## src/rtl/freq_timer_pkg.sv

```systemverilog
// Shared widths and per-channel state types for the frequency timer bank.
// Pure declarations: no logic, no latency, no flow control.
package freq_timer_pkg;

  localparam int NUM_CH_DEF   = 4;
  localparam int PERIOD_W_DEF = 17;
  localparam int PRESC_W_DEF  = 8;

  typedef logic [PERIOD_W_DEF-1:0] period_t;

  typedef struct packed {
    period_t counter;
    period_t active;
    period_t shadow;
    logic    clk;
    logic    done;
  } ch_state_t;

endpackage

```

## src/rtl/freq_timer_channel.sv

```systemverilog
// One timer channel: shadowed period, down-counter, one-shot stop, tick/toggle outputs.
// Tick is registered one clock after the expiring base tick; no backpressure, restart wins over expiry.
module freq_timer_channel
  import freq_timer_pkg::*;
(
  input  logic    clk_i,
  input  logic    rst_ni,
  input  logic    base_tick_i,
  input  logic    enable_i,
  input  logic    oneshot_i,
  input  logic    restart_i,
  input  logic    period_we_i,
  input  period_t period_i,
  output logic    tick_o,
  output logic    clk_o,
  output logic    done_o
);

  ch_state_t state_q, state_d;
  logic      tick_q, tick_d;
  logic      running;
  logic      expire;
  period_t   load_val;

  assign running  = enable_i & ~state_q.done & (state_q.active != '0);
  assign expire   = base_tick_i & running & (state_q.counter == '0);
  assign load_val = period_we_i ? period_i : state_q.shadow;

  always_comb begin
    state_d = state_q;
    tick_d  = 1'b0;
    if (period_we_i) begin
      state_d.shadow = period_i;
    end
    if (restart_i) begin
      state_d.counter = load_val - period_t'(1);
      state_d.active  = load_val;
      state_d.shadow  = load_val;
      state_d.clk     = 1'b0;
      state_d.done    = 1'b0;
    end else if (expire) begin
      // Reload uses the shadow as it stood before any same-cycle write.
      state_d.counter = state_q.shadow - period_t'(1);
      state_d.active  = state_q.shadow;
      state_d.clk     = ~state_q.clk;
      tick_d          = 1'b1;
      if (oneshot_i) begin
        state_d.done = 1'b1;
      end
    end else if (base_tick_i && running) begin
      state_d.counter = state_q.counter - period_t'(1);
    end
  end

  always_ff @(posedge clk_i or negedge rst_ni) begin
    if (!rst_ni) begin
      state_q <= '0;
      tick_q  <= 1'b0;
    end else begin
      state_q <= state_d;
      tick_q  <= tick_d;
    end
  end

  assign tick_o = tick_q;
  assign clk_o  = state_q.clk;
  assign done_o = state_q.done;

endmodule

```

## src/rtl/freq_timer_bank.sv

```systemverilog
// Bank of NUM_CH frequency timers sharing one programmable prescaler.
// Base tick is registered; channel ticks follow one clock later; no backpressure.
module freq_timer_bank
  import freq_timer_pkg::*;
#(
  parameter int NUM_CH   = NUM_CH_DEF,
  parameter int PERIOD_W = PERIOD_W_DEF,
  parameter int PRESC_W  = PRESC_W_DEF
) (
  input  logic                       clock,
  input  logic                       reset_n,
  input  logic [PRESC_W-1:0]         presc_div,
  input  logic [NUM_CH-1:0]          ch_enable,
  input  logic [NUM_CH-1:0]          ch_oneshot,
  input  logic [NUM_CH-1:0]          ch_restart,
  input  logic [NUM_CH-1:0]          ch_period_we,
  input  logic [NUM_CH*PERIOD_W-1:0] ch_period,
  output logic [NUM_CH-1:0]          ch_tick,
  output logic [NUM_CH-1:0]          ch_clk,
  output logic [NUM_CH-1:0]          ch_done
);

  logic [PRESC_W-1:0] presc_cnt_q, presc_cnt_d;
  logic               base_tick_q;
  logic               presc_hit;

  // Lowering presc_div below the current count lets the counter run to 2^PRESC_W.
  assign presc_hit   = (presc_cnt_q == presc_div);
  assign presc_cnt_d = presc_hit ? '0 : presc_cnt_q + PRESC_W'(1);

  always_ff @(posedge clock or negedge reset_n) begin
    if (!reset_n) begin
      presc_cnt_q <= '0;
      base_tick_q <= 1'b0;
    end else begin
      presc_cnt_q <= presc_cnt_d;
      base_tick_q <= presc_hit;
    end
  end

  for (genvar i = 0; i < NUM_CH; i++) begin : g_ch
    freq_timer_channel u_ch (
      .clk_i       (clock),
      .rst_ni      (reset_n),
      .base_tick_i (base_tick_q),
      .enable_i    (ch_enable[i]),
      .oneshot_i   (ch_oneshot[i]),
      .restart_i   (ch_restart[i]),
      .period_we_i (ch_period_we[i]),
      .period_i    (period_t'(ch_period[i*PERIOD_W +: PERIOD_W])),
      .tick_o      (ch_tick[i]),
      .clk_o       (ch_clk[i]),
      .done_o      (ch_done[i])
    );
  end

endmodule
```

## config.mk

```make
export PLATFORM = sky130hd
export DESIGN_NAME = freq_timer_bank
export DESIGN_NICKNAME = d
export VERILOG_FILES = /design/src/rtl/freq_timer_pkg.sv /design/src/rtl/freq_timer_channel.sv /design/src/rtl/freq_timer_bank.sv
export SDC_FILE = /design/constraint.sdc
export NUM_CORES = 1
export LEC_CHECK = 0
export BUFFER_PORTS_ARGS = -buffer_cell sky130_fd_sc_hd__clkbuf_2
export CAP_MARGIN = 5
export CORE_UTILIZATION = 43
export CTS_CLUSTER_DIAMETER = 80
export DETAILED_ROUTE_END_ITERATION = 8
export GPL_TIMING_DRIVEN = 0
export PLACE_DENSITY = 0.6
export SLEW_MARGIN = 20
export SYNTH_ARGS = -nofsm -noshare
export SYNTH_HDL_FRONTEND = slang
export SYNTH_SLANG_ARGS = --single-unit
```

## constraint.sdc

```tcl
create_clock -name clock -period 8 [get_ports clock]
set_clock_uncertainty 0.05 [all_clocks]
set_input_delay 1.6 -clock clock [delete_from_list [all_inputs] [get_ports clock]]
set_output_delay 1.6 -clock clock [all_outputs]
set_load 0.05 [all_outputs]
```

==> summary.md, run 1 <==
| Metric | Value |
|---|---|
| Largest net degree at the start of global routing | `85` |
| Synth area leaders | `dfrtp_1 45%, a21oi_1 4.9%, nor2_1 4.7%` |
| Drt initial violations | `983` |
| Pre-CTS setup slack | `2719 ps` |
| WHS | `452.0 ps` |
| CP top delay family | `buffers and inverters` |
| Sequential cell area fraction in the yosys report | `45.16%` |
| Setup crit start kind | `input pin` |
| Vias | `10,822` |
| Final min period | `4817 ps` |
| CTS sink count | `225` |
| Syn Area/Cell | `8.975 um2` |
| Hold Buf Count CTS | `0` |
| Clk slew on worst S/H paths | `60 ps` |
| Post CTS Setup Buffer Count | `0` |
| Top cell type's share of synthesized area | `45.16%` |
| CP max-delay cell | `clkbuf_1` |
| Port Buf Inserts | `102` |
| CP Buf/Inv Count | `6` |
| Req. time, crit path | `8410 ps` |
| Root buf cell | `clkbuf_16` |
| CP endpoint kind | `flop` |
| Status | `completed` |
| CTS buffer count | `27` |
| HP Class | `reg2reg` |
| Gpl congestion | `0.9459` |
| Drt first pass iters | `5` |
| Syn nets | `1,488` |
| Max VDD drop | `0.1576 mV` |
| Initial antenna violation count | `0` |
| CP Class | `in2reg` |
| Data arrival time at the worst-slack endpoint | `5230 ps` |
| Final Hold Vio Count | `0` |
| Total of max-cap violations | `0` |
| F_max | `0.2076 GHz` |
| RSZ-0062 raised after global routing | `no` |
| Cells along the critical path | `clkbuf_2 -> clkbuf_8 -> clkbuf_1 -> clkbuf_1 -> buf_6 -> clkbuf_8 -> a22o_1 -> ha_1 -> or2b_2 -> a211o_1 -> nor2_4 -> nand3_2 -> mux2_4 -> a22oi_2` |
| Relative slew margins | `41.51%` |
| Post-synth EDFFs | `0` |
| Dominant cell type by area after synthesis | `dfrtp_1` |
| Hpwl dp | `25,600 um` |
| Max Slew Vio Count | `0` |
| Mapped Cells | `1,389` |
| CTS resizes | `0` |
| Worst slew pin tran | `870.0 ps` |
| H-tree levels | `1` |
| Reg-to-Reg Start | `g_ch[1].u_ch.state_q[20]` |
| Final setup margin | `3183 ps` |
| FFs w/ async S/R, synth | `100.0%` |
| Die area | `29,680 um2` |
| Core Area | `28,160 um2` |
| Overflow after GRT | `0` |
| Detailed Route WL | `35,380 um` |
| Area Growth Syn to Fin | `15.83%` |
| Cell Pwr Density | `225.6 nW/um2` |
| Fill cells | `2,671` |
| Layout cells sized above 1 | `16.07%` |
| CTS tree | `done` |
| Count of final setup violators | `0` |
| Worst-path maximum fanout | `10` |
| Die span in x | `172.3 um` |
| Post-synth cell types | `86` |
| Mean routed wirelength per cell | `18.42 um` |
| Yosys warns | `0` |
| Die height | `172.3 um` |
| Cell area after synthesis | `12,470 um2` |
| Final Cell Area | `14,440 um2` |
| Initial Util | `44.27%` |
| Antenna diodes | `0` |
| Row cnt | `61` |
| Io pins | `106` |
| Dpl cell area | `13,510 um2` |
| Setup TNS | `0 ps` |
| Top_reg_cell synth | `dfrtp_1` |
| Vias in the first global route | `10,309` |
| Final ANT Viol Nets | `0` |
| Number of synthesized register bits | `225` |
| Worst hold start | `presc_cnt_q[0]` |
| LEAKAGE | `6.497 nW` |
| First-pass GRT wire length | `56,210 um` |
| Skew-Pair Late Insertion Delay | `540 ps` |
| CP max stage delay | `580 ps` |
| Crit path launch | `ch_restart[1]` |
| Max Root-Sink Buffers | `3` |
| Fraction of the cycle the final worst path needs | `60.21%` |
| DRC Markers | `0` |
| Aggregate global-route resource usage | `24.24%` |
| Layout Nets | `1,621` |
| Drt via density | `5.634` |
==> final cells by class <==
type                    instances  area (um2)  area share (%)
plain buffers                  75       384.1           2.660
inverters                      91       341.6           2.365
clock inverters                10       131.4          0.9098
clock buffers                  40       794.5           5.502
flip-flops and latches        225        5630           38.99
well taps                     378       473.0           3.275
repair buffers                104       574.3           3.977
multi-input cells             998        6111           42.32
==> per-stage QoR <==
step	total power, W	utilization [%]	cells
2_1_floorplan	0.001801	-	1389
3_3_place_gp	0.001984	47.76	1869
3_5_place_dp	0.001998	47.99	1871
4_1_cts	0.003292	51.27	1921
5_1_grt	0.003428	51.27	1921
6_report	0.003258	51.27	1921
==> metal layers <==
layer | up-vias | routed length [um] | GRT usage, %
met1 | 5296 | 16580 | 35.20
met5 | - | 0 | 0
met4 | 0 | 662 | 5.348
met2 | 321 | 16020 | 38.78
li1 | 5172 | - | -
met3 | 33 | 2110 | 2.632
==> registers in the layout, summed over array words and instances (netlist names) <==
signal	count
base_tick_q	1
g_ch.u_ch.clk_o	4
g_ch.u_ch.done_o	4
g_ch.u_ch.state_q	204
g_ch.u_ch.tick_o	4
presc_cnt_q	8
==> worst paths after layout <==
path / end / slack (ps) / cells past startpoint
min: presc_cnt_q[0] / 450 / 1
max in group asynchronous: g_ch[0].u_ch.state_q[21] / 5950 / 2
max: g_ch[1].u_ch.state_q[52] / 3180 / 14
min reg2reg: presc_cnt_q[0] / 450 / 1
max reg2reg: g_ch[1].u_ch.state_q[52] / 3800 / 14
min in group asynchronous: g_ch[1].u_ch.state_q[21] / 1060 / 1
==> cell usage in the layout, fill, tap and decap left out, types with 6 or more instances in the layout <==
cell	synthesis	routed
nor3_1	25	25
o21ai_1	10	10
and3_1	9	9
nor4_1	26	26
nand2_1	152	152
clkbuf_8	2	10
a22oi_1	30	30
a21oi_1	123	123
o31ai_1	6	6
a21o_1	7	7
buf_2	12	12
and2_1	8	8
buf_4	12	12
a31oi_1	25	25
clkbuf_16	0	27
buf_1	6	6
a22o_1	10	10
clkbuf_1	40	46
xor2_1	27	27
o211ai_1	8	8
mux2_2	22	22
nand3_1	19	19
nor2_1	157	157
a21boi_0	22	22
nor2b_1	6	6
clkbuf_2	0	101
or2_2	15	15
dfrtp_1	225	225
a221oi_1	6	6
o21ai_0	69	69
xnor2_1	38	38
o2111ai_1	7	7
nand4_1	9	9
inv_1	90	90
mux2i_1	54	54
==> report_power, final <==
group          internal (W)  switching (W)
logic              0.000232       0.000316
registers           0.00129       0.000145
clock network      0.000781       0.000493
==> Yosys cell counts, types with 8 or more instances <==
master / n
dfrtp_1: 225
nor2_1: 157
nand2_1: 152
a21oi_1: 123
inv_1: 90
o21ai_0: 69
mux2i_1: 54
clkbuf_1: 40
xnor2_1: 38
a22oi_1: 30
xor2_1: 27
nor4_1: 26
a31oi_1: 25
nor3_1: 25
a21boi_0: 22
mux2_2: 22
nand3_1: 19
or2_2: 15
buf_2: 12
buf_4: 12
a22o_1: 10
o21ai_1: 10
and3_1: 9
nand4_1: 9
and2_1: 8
o211ai_1: 8
==> cell families after synthesis <==
kind of cell    Yosys count  synth area share, %
fa+ha+maj                 5               0.5018
simple gates            466                17.45
mux                      79                6.674
flops                   225                45.16
buf+inv                 166                5.821
compound gates          383                19.82
xor+xnor                 65                4.566
(Power assumes the default switching activity.)
==> inputs of run 2 (changes only) <==
--- a/config.mk
+++ b/config.mk
@@ -5,13 +5,14 @@
 export SDC_FILE = /design/constraint.sdc
 export NUM_CORES = 1
 export LEC_CHECK = 0
+export ABC_AREA = 1
 export BUFFER_PORTS_ARGS = -buffer_cell sky130_fd_sc_hd__clkbuf_2
 export CAP_MARGIN = 5
 export CORE_UTILIZATION = 43
 export CTS_CLUSTER_DIAMETER = 80
 export DETAILED_ROUTE_END_ITERATION = 8
 export GPL_TIMING_DRIVEN = 0
-export PLACE_DENSITY = 0.6
+export PLACE_DENSITY = 0.62
 export SLEW_MARGIN = 20
 export SYNTH_ARGS = -nofsm -noshare
 export SYNTH_HDL_FRONTEND = slang
==> constraint.sdc (replaced) <==
create_clock -name clock -period 3.9 [get_ports clock]
set_clock_uncertainty 0.05 [all_clocks]
set_input_delay 0.78 -clock clock [delete_from_list [all_inputs] [get_ports clock]]
set_output_delay 0.78 -clock clock [all_outputs]
set_load 0.05 [all_outputs]
==> summary.md, run 2 <==
| Metric | Value |
|---|---|
| Mux share of post-synthesis cell area | `0.08983% (-6.6 points)` |
| CP Buf/Inv Count | `2 (-4)` |
| CTS sink count | `225 (unchanged)` |
| Detailed Route WL | `30,200 um (-15%)` |
| Root buf cell | `clkbuf_16` |
| Synth Area in Compound Gates | `4.861% (-15 points)` |
| Overflow after GRT | `0 (unchanged)` |
| Gr busiest metal | `met2` |
| Layout cells sized above 1 | `14.48% (-1.6 points)` |
| CP max stage delay | `410 ps (-170 ps)` |
| RSZ-0062 raised after global routing | `no` |
| Cell area after synthesis | `12,540 um2 (+0.55%)` |
| Fill cells | `2,918 (+9.2%)` |
| Initial Util | `43.67% (-0.59 points)` |
| Status | `completed` |
| Placed insts | `2,241 (+20%)` |
| Area Growth Syn to Fin | `15.96%` |
| Yosys warns | `0 (unchanged)` |
| Levels on crit path | `18 (+4)` |
| Top cell type's share of synthesized area | `44.91% (-0.25 points)` |
| Drt initial violations | `706 (-28%)` |
| Worst slew pin tran | `618.7 ps (-251.3 ps)` |
| Die span in x | `172.7 um (+0.27%)` |
| Post-synth cell types | `34 (-60%)` |
| Max Slew Vio Count | `0 (unchanged)` |
| CP Class | `reg2reg` |
| Largest family of logic cells by synthesized area | `simple AND/OR/NAND/NOR gates` |
| Layout Nets | `1,985 (+22%)` |
| Final Power | `0.007015 W (+120%)` |
| Count of final setup violators | `0 (unchanged)` |
| Initial antenna violation count | `0 (unchanged)` |
| Data arrival time at the worst-slack endpoint | `3090 ps (-2140 ps)` |
| Crit path top cell by count | `nand2_1` |
| Largest regs | `g_ch.u_ch.state_q x204, presc_cnt_q x8` |
| Fraction of the cycle the final worst path needs | `69.73%` |
| Core Area | `28,700 um2 (+1.9%)` |
| Reg-to-Reg Start | `g_ch[2].u_ch.state_q[46]` |
| CTS resizes | `0 (unchanged)` |
| R2R depth | `18 (+4)` |
| Port Buf Inserts | `101 (-0.98%)` |
| Met1 Use GR | `29.69% (-5.5 points)` |
| Final setup margin | `1181 ps (-2003 ps)` |
| Vias | `10,928 (+0.98%)` |
| LEAKAGE | `7.770 nW (+20%)` |
| FF/Latch Area | `5630 um2 (unchanged)` |
| CP max-delay cell | `dfrtp_1` |
| Max VDD drop | `0.3021 mV (+92%)` |
| Hold Buf Count CTS | `0 (unchanged)` |
| Flop2flop setup slack | `1180 ps (-2620 ps)` |
| Total of max-cap violations | `0 (unchanged)` |
| Post CTS Setup Buffer Count | `0 (unchanged)` |
| Worst-path maximum fanout | `8 (-2)` |
| Sequential cell area fraction in the yosys report | `44.91% (-0.25 points)` |
| Clk slew on worst S/H paths | `60 ps (about the same)` |
| Most common cell after layout, fill and taps aside | `nand2_1` |
| Final Hold Vio Count | `0 (unchanged)` |
| Capture point of the critical path | `g_ch[2].u_ch.state_q[48]` |
| M3 GR Usage | `2.946% (+0.31 points)` |
| Drt via density | `4.772 (-15%)` |
| CTS tree | `done` |
| Io pins | `106 (unchanged)` |
| Relative slew margins | `58.60% (+17 points)` |
| Max reg flops | `204 (unchanged)` |
| Syn Area/Cell | `7.147 um2 (-20%)` |
| Syn nets | `1,853 (+25%)` |
| Max Root-Sink Buffers | `3 (unchanged)` |
| HP Class | `in2async` |
| Largest net degree at the start of global routing | `84 (-1.2%)` |
| Synth area leaders | `dfrtp_1 45%, nand2_1 23%, nand3_1 5.7%` |
| Synth Area in Adders | `0.4991% (-0.0028 points)` |
| Drt first pass iters | `5 (unchanged)` |
| Row cnt | `62 (+1.6%)` |
| Mapped Cells | `1,754 (+26%)` |
| Skew-Pair Late Insertion Delay | `530 ps (about the same)` |
| DRC Markers | `0 (unchanged)` |
| Most frequent cell after synthesis | `nand2_1` |
| Hpwl dp | `22,230 um (-13%)` |
| Die area | `29,840 um2 (+0.54%)` |
| CTS buffer count | `27 (unchanged)` |
| CP endpoint kind | `flop` |
| H-tree levels | `1 (unchanged)` |
| Dominant cell type by area after synthesis | `dfrtp_1` |
| Final ANT Viol Nets | `0 (unchanged)` |
| Final min period | `2719 ps` |
| First-pass GRT wire length | `52,010 um (-7.5%)` |
| Commonest non-fill, non-tap cells in the layout | `784 x nand2_1, 225 x dfrtp_1, 144 x nand3_1, 140 x nor2_1, 132 x inv_1` |
| FFs w/ async S/R, synth | `100.0% (unchanged)` |
| Vias in the first global route | `10,702 (+3.8%)` |
| CP top delay family | `simple AND/OR/NAND/NOR gates` |
| Pre-CTS setup slack | `824.0 ps (-1895 ps)` |
| Aggregate global-route resource usage | `20.79% (-3.5 points)` |
| Top_reg_cell synth | `dfrtp_1` |
| Cell Count, Final, Fillers Out | `2,290 (+19%)` |
| Gpl congestion | `0.8952 (-5.4%)` |
| Number of synthesized register bits | `225 (unchanged)` |
| Setup crit start kind | `flop` |
| Post-synth EDFFs | `0 (unchanged)` |
| Area occupied by multi-input gates | `5982 um2 (-2.1%)` |
| RR Endpoint | `g_ch[2].u_ch.state_q[48]` |
| Cells along the critical path | `or2_0 -> nor2_1 -> nand2_1 -> nor2_4 -> nand3_4 -> nand2_4 -> o21ai_1 -> inv_1 -> ha_1 -> inv_1 -> nor2_1 -> nand2_2 -> nor2_4 -> nand2_1 -> nand2_1 -> nand2_1 -> nand2_1 -> nand2_1` |
| Req. time, crit path | `4270 ps (-4140 ps)` |
| Antenna diodes | `0 (unchanged)` |
| Simple-Gate Fraction of Synth Area | `40.31% (+23 points)` |
| Biggest register | `g_ch.u_ch.state_q` |
| Met2 Resource Use GR | `33.59% (-5.2 points)` |
| Mean routed wirelength per cell | `13.19 um (-28%)` |
| Post-synth top cells | `784 x nand2_1, 225 x dfrtp_1, 144 x nand3_1` |
| Xor and xnor area share after synthesis | `1.956% (-2.6 points)` |
| Cell Pwr Density | `482.6 nW/um2 (+110%)` |
| Crit path launch | `g_ch[2].u_ch.state_q[46]` |
| F_max | `0.3677 GHz` |
| Die height | `172.7 um (+0.27%)` |
run 2: report_power, final:
part	switching, W	total [W]	internal, W
Sequential	0.000229	0.00289	0.00266
Clock	0.000990	0.00265	0.00166
Combinational	0.000940	0.00147	0.000532
Total	0.00216	0.00701	0.00485
run 2: logic make-up after synthesis:
group           count (synthesis)
mux                             1
compound gates                116
simple gates                 1171
flops                         225
fa+ha+maj                       5
buf+inv                       208
xor+xnor                       28
run 2: how the worst min path moves through the flow:
stage	slack, ps	end	start	depth (start not counted)
floorplan	390	g_ch[1].u_ch.state_q[20]	g_ch[1].u_ch.state_q[20]	2
global placement	400	g_ch[3].u_ch.state_q[22]	g_ch[3].u_ch.state_q[22]	2
detailed placement	410	g_ch[3].u_ch.state_q[27]	g_ch[3].u_ch.state_q[27]	2
CTS	200	g_ch[1].u_ch.state_q[7]	reset_n	1
global route	220	g_ch[1].u_ch.state_q[2]	reset_n	1
finish	180	g_ch[1].u_ch.state_q[5]	reset_n	1
run 2: layout make-up:
cell class	instances	area share, %
multi-input combinational	1321	41.15
buffer	68	2.737
inverter	140	3.615
sequential	225	38.73
timing repair buffer	103	3.916
clock inverter	12	1.153
tap	384	3.305
clock buffer	37	5.388
run 2: metrics by stage:
step / TNS [ps] / hold WS (ps) / utilization [%] / instance area [um2]
6_report: 0 / 177.3 / 50.65 / 14540
5_1_grt: 0 / 224.9 / 50.65 / 14540
4_1_cts: 0 / 196.9 / 50.65 / 14540
3_5_place_dp: 0 / 409.6 / 47.33 / 13590
3_3_place_gp: -610590 / 404.2 / 47.11 / 13520
2_1_floorplan: 0 / 392.6 / - / 12540
run 2: per-layer routing:
layer,part of all wire [%],wire (um)
met5,0,0
met4,1.5,465
met3,4.7,1431
met2,44,13320
met1,50,14980
run 2: worst register-to-register path, stage by stage (launching register included):
cell and delay (ps):
dfrtp_1 410, or2_0 230, nor2_1 100, nand2_1 100, nor2_4 120, nand3_4 140
nand2_4 150, o21ai_1 130, inv_1 140, ha_1 180, inv_1 40, nor2_1 220
nand2_2 120, nor2_4 210, nand2_1 70, nand2_1 70, nand2_1 50, nand2_1 50
nand2_1 50
